### src/rtl/axis2axi_in_sched.sv
// Descriptor scheduler for one axis2axi_in write datapath: queues (addr, len)
// descriptors, programs the start address, gates len words through, waits for drain, reports.
module axis2axi_in_sched #(
  parameter int AXI_ADDR_W   = 32,
  parameter int AXI_DATA_W   = 32,
  parameter int LEN_W        = 16,
  parameter int DESC_DEPTH_W = 2
) (
  input  logic                  clk_i,
  input  logic                  cke_i,
  input  logic                  rst_i,
  input  logic [AXI_ADDR_W-1:0] desc_addr_i,
  input  logic [LEN_W-1:0]      desc_len_i,
  input  logic                  desc_valid_i,
  output logic                  desc_ready_o,
  input  logic [AXI_DATA_W-1:0] axis_s_data_i,
  input  logic                  axis_s_valid_i,
  output logic                  axis_s_ready_o,
  output logic [AXI_DATA_W-1:0] axis_m_data_o,
  output logic                  axis_m_valid_o,
  input  logic                  axis_m_ready_i,
  output logic [AXI_ADDR_W-1:0] cfg_addr_o,
  output logic                  cfg_valid_o,
  input  logic                  cfg_ready_i,
  output logic [LEN_W-1:0]      done_len_o,
  output logic                  done_valid_o,
  input  logic                  done_ready_i,
  output logic [15:0]           done_count_o,
  output logic                  busy_o
);

  localparam int DEPTH = 1 << DESC_DEPTH_W;
  localparam logic [DESC_DEPTH_W:0] FULL_CNT = (DESC_DEPTH_W+1)'(DEPTH);

  localparam logic [2:0] S_IDLE   = 3'd0;
  localparam logic [2:0] S_CONFIG = 3'd1;
  localparam logic [2:0] S_STREAM = 3'd2;
  localparam logic [2:0] S_DRAIN  = 3'd3;
  localparam logic [2:0] S_REPORT = 3'd4;

  logic [DEPTH-1:0][AXI_ADDR_W-1:0] qa_q, qa_d;
  logic [DEPTH-1:0][LEN_W-1:0]      ql_q, ql_d;
  logic [DESC_DEPTH_W-1:0]          wr_ptr_q, wr_ptr_d, rd_ptr_q, rd_ptr_d;
  logic [DESC_DEPTH_W:0]            cnt_q, cnt_d;
  logic [2:0]                       state_q, state_d;
  logic [AXI_ADDR_W-1:0]            addr_q, addr_d;
  logic [LEN_W-1:0]                 len_q, len_d, rem_q, rem_d;
  logic [1:0]                       hold_q, hold_d;
  logic [AXI_DATA_W-1:0]            data_q, data_d;
  logic [15:0]                      done_cnt_q, done_cnt_d;
  logic                             push, pop, m_hs;

  // Ready is purely registered-count based; a push never bypasses to IDLE.
  assign desc_ready_o = !rst_i && (cnt_q != FULL_CNT);
  assign cfg_addr_o   = addr_q;
  assign done_len_o   = len_q;
  assign done_count_o = done_cnt_q;
  assign busy_o       = (state_q != S_IDLE) || (cnt_q != '0);

  always_comb begin
    qa_d       = qa_q;
    ql_d       = ql_q;
    wr_ptr_d   = wr_ptr_q;
    rd_ptr_d   = rd_ptr_q;
    cnt_d      = cnt_q;
    state_d    = state_q;
    addr_d     = addr_q;
    len_d      = len_q;
    rem_d      = rem_q;
    hold_d     = hold_q;
    data_d     = data_q;
    done_cnt_d = done_cnt_q;

    axis_m_data_o  = data_q;
    axis_m_valid_o = 1'b0;
    axis_s_ready_o = 1'b0;
    cfg_valid_o    = 1'b0;
    done_valid_o   = 1'b0;
    m_hs           = 1'b0;

    push = desc_valid_i && desc_ready_o;
    pop  = (state_q == S_IDLE) && (cnt_q != '0);

    if (push) begin
      qa_d[wr_ptr_q] = {desc_addr_i[AXI_ADDR_W-1:2], 2'b00};
      ql_d[wr_ptr_q] = desc_len_i;
      wr_ptr_d       = wr_ptr_q + DESC_DEPTH_W'(1);
    end
    if (push && !pop)      cnt_d = cnt_q + (DESC_DEPTH_W+1)'(1);
    else if (!push && pop) cnt_d = cnt_q - (DESC_DEPTH_W+1)'(1);

    case (state_q)
      S_IDLE: begin
        if (pop) begin
          addr_d   = qa_q[rd_ptr_q];
          len_d    = ql_q[rd_ptr_q];
          rem_d    = ql_q[rd_ptr_q];
          rd_ptr_d = rd_ptr_q + DESC_DEPTH_W'(1);
          state_d  = (ql_q[rd_ptr_q] == '0) ? S_REPORT : S_CONFIG;
        end
      end
      S_CONFIG: begin
        cfg_valid_o = cfg_ready_i;
        if (cfg_ready_i) state_d = S_STREAM;
      end
      S_STREAM: begin
        axis_m_data_o  = axis_s_data_i;
        axis_m_valid_o = axis_s_valid_i;
        axis_s_ready_o = axis_m_ready_i;
        data_d         = axis_s_data_i;
        m_hs           = axis_s_valid_i && axis_m_ready_i;
        if (m_hs) begin
          rem_d = rem_q - LEN_W'(1);
          if (rem_q == LEN_W'(1)) begin
            state_d = S_DRAIN;
            hold_d  = 2'd2;
          end
        end
      end
      S_DRAIN: begin
        // cfg_ready_i lags the FIFO level by a couple of cycles after the last word.
        if (hold_q != 2'd0)   hold_d  = hold_q - 2'd1;
        else if (cfg_ready_i) state_d = S_REPORT;
      end
      S_REPORT: begin
        done_valid_o = 1'b1;
        if (done_ready_i) begin
          done_cnt_d = done_cnt_q + 16'd1;
          state_d    = S_IDLE;
        end
      end
      default: state_d = S_IDLE;
    endcase
  end

  always_ff @(posedge clk_i) begin
    if (rst_i) begin
      qa_q       <= '0;
      ql_q       <= '0;
      wr_ptr_q   <= '0;
      rd_ptr_q   <= '0;
      cnt_q      <= '0;
      state_q    <= S_IDLE;
      addr_q     <= '0;
      len_q      <= '0;
      rem_q      <= '0;
      hold_q     <= '0;
      data_q     <= '0;
      done_cnt_q <= '0;
    end else if (cke_i) begin
      qa_q       <= qa_d;
      ql_q       <= ql_d;
      wr_ptr_q   <= wr_ptr_d;
      rd_ptr_q   <= rd_ptr_d;
      cnt_q      <= cnt_d;
      state_q    <= state_d;
      addr_q     <= addr_d;
      len_q      <= len_d;
      rem_q      <= rem_d;
      hold_q     <= hold_d;
      data_q     <= data_d;
      done_cnt_q <= done_cnt_d;
    end
  end

endmodule

### config.mk
export PLATFORM = sky130hd
export DESIGN_NAME = axis2axi_in_sched
export DESIGN_NICKNAME = d
export VERILOG_FILES = /design/src/rtl/axis2axi_in_sched.sv
export SDC_FILE = /design/constraint.sdc
export NUM_CORES = 1
export LEC_CHECK = 0
export ABC_CLOCK_PERIOD_IN_PS = 2120
export CORE_MARGIN = 2
export CORE_UTILIZATION = 47
export CTS_BUF_LIST = sky130_fd_sc_hd__clkbuf_4
export DETAILED_ROUTE_END_ITERATION = 7
export HOLD_SLACK_MARGIN = 0.15
export PLACE_DENSITY = 0.74
export SLEW_MARGIN = 0
export SYNTH_ARGS = -nofsm -noshare
export SYNTH_HDL_FRONTEND = slang
export SYNTH_SLANG_ARGS = --single-unit
### constraint.sdc
create_clock -name clk_i -period 2.12 [get_ports clk_i]
set_input_delay 0.424 -clock clk_i [delete_from_list [all_inputs] [get_ports clk_i]]
set_output_delay 0.424 -clock clk_i [all_outputs]
set_load 0.02 [all_outputs]
==> Yosys cells after proc, flatten, opt, wreduce, memory -nomap -nowiden <==
Index checks and enable logic that the tools add are counted.
{ "word_totals": {"out_inout_bits": 102, "latch_bits": 0, "mem_bits_rw": 0, "elab_cells": 101, "rom_bits": 0, "reg_bits": 316, "n_memories": 0, "input_bits": 88} }
{ "op_classes": {"muxes": 33, "shifts": 0, "n_eq_ne": 14, "div_mod_pow": 0, "reduce_logical": 26, "bitwise_logic": 0, "n_addsub": 7, "n_mul": 0, "n_lt_le_gt_ge": 3} }
{ "ops": {"columns": ["cell", "count"], "rows": [
  ["bitwise mux 128 bit", 1],
  ["2-to-1 mux 32 bit", 3],
  ["binary-select mux 32 bit (select 2 bit)", 1],
  ["bitwise mux 64 bit", 1],
  ["demux 32 bit (select 2 bit)", 1],
  ["2-to-1 mux 16 bit", 4],
  ["binary-select mux 16 bit (select 2 bit)", 1],
  ["demux 16 bit (select 2 bit)", 1],
  ["case mux 16 bit (2 select lines)", 1],
  ["2-to-1 mux 3 bit", 10],
  ["adder 16 x 1 -> 16 bit (second input constant)", 1],
  ["== test 16 x 1 -> 1 bit (second input constant)", 1],
  ["logical NOT 16 bit", 1],
  ["!= test 2 bit (second input constant)", 8],
  ["subtractor 16 x 1 -> 16 bit (second input constant)", 1],
  ["case mux 3 bit (5 select lines)", 1],
  ["AND reduction 8 bit", 1],
  ["nonzero test 2 bit", 4],
  ["logical AND 1 bit", 7],
  ["== test 3 x 2 -> 1 bit (second input constant)", 2],
  ["less-than comparator 2 x 3 -> 1 bit (second input constant)", 2],
  ["2-to-1 mux 2 bit", 3],
  ["AND reduction 3 bit", 2],
  ["nonzero test 3 bit", 2],
  ["other kinds (16)", 23]
]} }

==> Longest topological paths before layout <==
{ "depth": {"ltp_word": 7, "mapped_depth": 11, "ltp_nobuf": 10} }

==> Worst setup path after synthesis <==
No wires, ideal clock.
{ "synth_timing": {"path_type": "in2reg", "start": "input port rst_i", "end": "register cnt_q[2]", "arrival_time_ps": 2293, "stages": 11, "required_ps": 1992, "n_path_buf": 2, "slack_ps": -301, "setup_ps": 128, "path_cell_list": "clkbuf_1 clkbuf_1 a21oi_1 and2_1 ha_1 inv_1 fa_1 xnor2_1 nand2_1 xor2_1 nor2_1"} }
{ "synth_via": {"elab_chain_cells": 7, "word_cells_on_any_way": 9, "classes_between": "mux (1); reduce/logical (8)"} }
{ "synth_rtl": {"columns": ["element", "line", "rtl"], "rows": [
  ["start: declaration", "11", "input logic rst_i,"],
  ["logical NOT 1 bit *", "54", "assign desc_ready_o = !rst_i && (cnt_q != FULL_CNT);"],
  ["logical AND 1 bit *", "54", null],
  ["via desc_ready_o", "15", "output logic desc_ready_o,"],
  ["logical AND 1 bit *", "81", "push = desc_valid_i && desc_ready_o;"],
  ["logical NOT 1 bit", "90", "else if (!push && pop) cnt_d = cnt_q - (DESC_DEPTH_W+1)'(1);"],
  ["logical AND 1 bit", "90", null],
  ["nonzero test 2 bit (no source line)", null, null],
  ["AND reduction 2 bit (no source line)", null, null],
  ["end signal: assignment", "155", "cnt_q <= cnt_d;"],
  ["end: declaration", "44", "logic [DESC_DEPTH_W:0] cnt_q, cnt_d;"]
]} }
The timed path passes the listed nets; every way through them passes the cells marked *.
A chain may end at the register's enable or synchronous reset.

==> Worst setup path after layout <==
{ "layout_timing": {"start": "register state_q[0]", "end": "output port axis_m_data_o[1]"} }
{ "layout_via": {"elab_chain_cells": 2} }
{ "layout_rtl": {"columns": ["element", "line", "rtl"], "rows": [
  ["start: declaration", "45", "logic [2:0] state_q, state_d;"],
  ["start signal: assignment", "156", "state_q <= state_d;"],
  ["== test 3 x 2 -> 1 bit", "92", "case (state_q)"],
  ["2-to-1 mux 32 bit", null, null],
  ["end: declaration", "19", "output logic [AXI_DATA_W-1:0] axis_m_data_o,"]
]} }
No other way between the ends.

==> results.py <==
metrics = {
    "finish": {
        "num-fill-cells": 2136,
        "finish.net_count": 1981,
        "finalCoreUtilization_pct": 66.63,
        "area_growth_pct": 38.80,
        "finalNonFillerCells": 2274,
        "post-route-cell-area_um2": 18010,
        "final_layout_size_suffix_gt1_share_pct": 25.18,
    },
    "power": {
        "peakVddDrop_v": 0.0005288,
        "total_power_uw": 17680,
        "leakagePower_uw": 0.007130,
        "power_per_cell_area_nw_per_um2": 982.2,
    },
    "critical_path": {
        "crit-reg2reg-capture": "state_q[2]",
        "critical_path.startpoint_type": "flop",
        "timing.critical_path.to_type": "output pin",
        "ff2ff_setup_slack_ns": -0.15,
        "worst_r2r_path_depth": 5,
        "cp_max_fo": 8,
        "startpoint_to_endpoint_class_of_the_critical_path": "reg -> out",
        "timing.critical_path.required_ns": 1.70,
        "regToRegStartpoint": "rd_ptr_q[1]",
        "cp.arrival_ns": 2.07,
    },
    "global_route": {
        "pin_count_of_the_biggest_net_entering_global_routing": 188,
        "grt.total_usage_pct": 25.34,
        "antenna_found_initial": 3,
        "grt_overflow_total": 0,
        "first_global_vias": 11918,
        "grt_pass1_wl_um": 59310,
    },
    "timing": {
        "setup_viol_count_final": 40,
        "rsz_0062_raised_after_global_routing": "yes",
        "final.setup.worst_slack_ns": -0.3699,
        "tightest_slew_ns": 0.8899,
        "min_period_ns": 2.490,
        "setup-tns-final_ns": -11.08,
        "period_share_pct": 117.4,
        "finClkSkew_ns": 0.03517,
        "hold_viol_final": 0,
        "slew-limit-headroom_pct": 40.67,
        "report.final.slew_viol_count": 0,
        "fmax_mhz": 401.6,
    },
    "synth": {
        "synth-warning-count": 0,
        "synth_enable_flop_cells": 0,
        "post_synth_instance_area_um2": 12970,
        "ys_async_sr_fraction_pct": 0,
        "synth_seq_cells": 306,
        "synth_seq_area_share_pct": 47.22,
        "syn_inst": 1594,
        "yosys_most_used_dff": "sky130_fd_sc_hd__dfxtp_1",
        "netlist-cell-type-count": 56,
        "syn-mean-instance-area_um2": 8.138,
    },
    "hold_path": {
        "worstHoldEndpoint": "cnt_q[1]",
        "hold_class": "in -> reg",
        "hold_path_depth": 3,
        "timing.hold.worst.start": "rst_i",
    },
    "die": {
        "io-pin-count": 190,
        "floorplan.die_area_um2": 28950,
        "die_w_um": 170.1,
        "die_height_um": 170.1,
        "fp-row-count": 60,
        "core_region_area_um2": 27030,
        "floorplan.initialDensity_pct": 48.00,
    },
    "clock_network": {
        "numCtsBuffers": 81,
        "clk_latency_ns": 0.69,
        "cts_tree": "yes",
        "cts_root_buf": "sky130_fd_sc_hd__clkbuf_4",
        "clkSinkCount": 306,
        "clkTransAtPathRegs_ns": 0.07,
        "cts.path.max_buffers": 3,
        "depth_of_the_cts_h_tree": 3,
    },
    "route": {
        "first_pass_iters": 6,
        "routedWlPerCell_um": 17.29,
        "routed-via-count": 12633,
        "detail-route-antenna-nets": 0,
        "drt-total-wl_um": 39310,
        "first_iter_violations": 993,
        "drcViolationCount": 0,
        "routed_via_density": 5.555,
    },
    "outcome": {
        "violations_in_the_final_reports": "setup timing",
        "outcome": "complete, but fails checks",
    },
    "place": {
        "finalWeightedCongestion": 0.8494,
        "dpl.hpwl_um": 22580,
        "place.detailed.instances": 2101,
        "placed_instance_area_um2": 15800,
        "io_buffer_count": 185,
    },
    "job": {
        "maxCapViolCount": 0,
    },
}
-- layout make-up --
class	instances	area, um^2	area share, %
timing repair buffer	324	3515	19.52
clock buffer	114	855.8	4.753
tap	341	426.7	2.370
clock inverter	16	92.59	0.5142
sequential	306	6140	34.10
antenna	3	7.507	0.04169
multi-input combinational	1154	6907	38.36
inverter	16	62.56	0.3474
-- synthesized netlist by cell type, types with 3 or more instances --
cell type | count | area share (%)
sky130_fd_sc_hd__nand2_1 | 585 | 17
sky130_fd_sc_hd__dfxtp_1 | 306 | 47
sky130_fd_sc_hd__a21oi_1 | 248 | 9.6
sky130_fd_sc_hd__clkbuf_1 | 86 | 2.5
sky130_fd_sc_hd__nor2_1 | 76 | 2.2
sky130_fd_sc_hd__mux4_2 | 41 | 7.1
sky130_fd_sc_hd__a311oi_1 | 32 | 2.2
sky130_fd_sc_hd__buf_2 | 24 | 0.93
sky130_fd_sc_hd__inv_1 | 14 | 0.41
sky130_fd_sc_hd__nand3_1 | 14 | 0.54
sky130_fd_sc_hd__nor3_1 | 14 | 0.54
sky130_fd_sc_hd__o21ai_1 | 12 | 0.46
sky130_fd_sc_hd__xnor2_1 | 12 | 0.81
sky130_fd_sc_hd__and2_1 | 10 | 0.48
sky130_fd_sc_hd__ha_1 | 9 | 0.87
sky130_fd_sc_hd__nor4_1 | 8 | 0.39
sky130_fd_sc_hd__xor2_1 | 8 | 0.54
sky130_fd_sc_hd__a211oi_1 | 7 | 0.41
sky130_fd_sc_hd__and3_1 | 6 | 0.29
sky130_fd_sc_hd__nand4_1 | 6 | 0.29
sky130_fd_sc_hd__o21ai_0 | 6 | 0.23
sky130_fd_sc_hd__buf_1 | 5 | 0.14
sky130_fd_sc_hd__mux4_1 | 5 | 1.0
sky130_fd_sc_hd__nand2b_1 | 5 | 0.24
sky130_fd_sc_hd__nor3b_1 | 4 | 0.23
sky130_fd_sc_hd__a22o_1 | 3 | 0.20
sky130_fd_sc_hd__a31oi_1 | 3 | 0.14
sky130_fd_sc_hd__or3b_1 | 3 | 0.20
-- metal layers --
metal  vias to the layer above  routed length, um  global-route usage (%)
met5                         -                  0                       0
met4                         0               1247                   9.773
met3                        89               2726                   5.209
met2                       500              19670                   44.04
met1                      6029              15670                   30.84
li1                       6015                  -                       -
-- worst max-delay path, cell delays in order (launching register included) --
cell and delay, ns:
sky130_fd_sc_hd__dfxtp_2 0.33, sky130_fd_sc_hd__or3b_4 0.43, sky130_fd_sc_hd__bufbuf_16 0.30, sky130_fd_sc_hd__nand2_2 0.08, sky130_fd_sc_hd__nand2_1 0.06, sky130_fd_sc_hd__buf_4 0.16
-- worst max-delay path by stage --
stage	start	end	slack (ns)	depth (start not counted)
2_1_floorplan	rd_ptr_q[1]	state_q[2]	-0.03	5
3_3_place_gp	rd_ptr_q[1]	state_q[2]	-0.18	6
3_5_place_dp	rd_ptr_q[1]	state_q[2]	-0.19	6
4_1_cts	state_q[0]	axis_m_data_o[1]	-0.40	5
5_1_grt	state_q[1]	axis_m_data_o[1]	-0.44	5
6_report	state_q[0]	axis_m_data_o[1]	-0.37	5
-- report_power, final --
part | internal, uW | switching, uW
Combinational | 3080 | 3450
Sequential | 6020 | 230
Clock | 2570 | 2330
-- sequential cells by signal, summed over array words and instances (netlist names) --
register,count
cnt_q,3
wr_ptr_q,2
ql_q,64
done_len_o,16
cfg_addr_o,30
done_count_o,16
state_q,3
data_q,32
qa_q,120
hold_q,2
rem_q,16
rd_ptr_q,2
-- cell usage in the layout, fill, tap and decap left out, types with 6 or more instances in the layout --
cell	synthesis	final
sky130_fd_sc_hd__o21ai_0	6	6
sky130_fd_sc_hd__buf_12	0	22
sky130_fd_sc_hd__nand4_1	6	6
sky130_fd_sc_hd__buf_16	0	7
sky130_fd_sc_hd__mux4_2	41	44
sky130_fd_sc_hd__and3_1	6	6
sky130_fd_sc_hd__buf_6	2	47
sky130_fd_sc_hd__inv_1	14	14
sky130_fd_sc_hd__a211oi_1	7	6
sky130_fd_sc_hd__xor2_1	8	8
sky130_fd_sc_hd__xnor2_1	12	12
sky130_fd_sc_hd__ha_1	9	9
sky130_fd_sc_hd__clkinv_1	0	8
sky130_fd_sc_hd__dfxtp_1	306	299
sky130_fd_sc_hd__buf_4	2	92
sky130_fd_sc_hd__dlymetal6s2s_1	0	20
sky130_fd_sc_hd__a21oi_1	248	246
sky130_fd_sc_hd__nand2_1	585	493
sky130_fd_sc_hd__nor3_1	14	10
sky130_fd_sc_hd__o21ai_1	12	11
sky130_fd_sc_hd__clkbuf_4	0	114
sky130_fd_sc_hd__nand3_1	14	13
sky130_fd_sc_hd__nand2_2	0	53
sky130_fd_sc_hd__a311oi_1	32	32
sky130_fd_sc_hd__nand2_4	0	39
sky130_fd_sc_hd__clkdlybuf4s50_1	0	102
sky130_fd_sc_hd__nor2_1	76	74
sky130_fd_sc_hd__dlygate4sd2_1	0	23
-- stage by stage --
step	hold slack (ns)	setup slack, ns
2_1_floorplan	0.4315	-0.02845
3_3_place_gp	0.4385	-0.1838
3_5_place_dp	0.4450	-0.1928
4_1_cts	0.1795	-0.4013
5_1_grt	0.1974	-0.4411
6_report	0.2423	-0.3699
-- kinds of logic (layout without fill, tap and decap cells) --
logic type | after synthesis | after routing | synth area share, %
flip-flops | 306 | 306 | 47.22
adder cells (fa/ha/maj) | 10 | 10 | 1.022
multiplexers | 48 | 48 | 8.285
buffers and inverters | 135 | 470 | 4.311
XOR/XNOR | 20 | 20 | 1.350
AND/OR/NAND/NOR | 743 | 743 | 23.11
other | 1 | 5 | 0.02891
AO/OA/AOI/OAI | 331 | 331 | 14.67
-- repair_timing --
action                                  4_1_cts  5_1_grt
buffers inserted                             11       21
cloned                                        8        3
gates resized for setup                     308      159
hold endpoints to repair                      0        0
hold buffers                                  0        0
pin swaps                                    15       60
endpoints found under the setup margin       63       71
No activity file was read; power rests on OpenSTA's default activity.
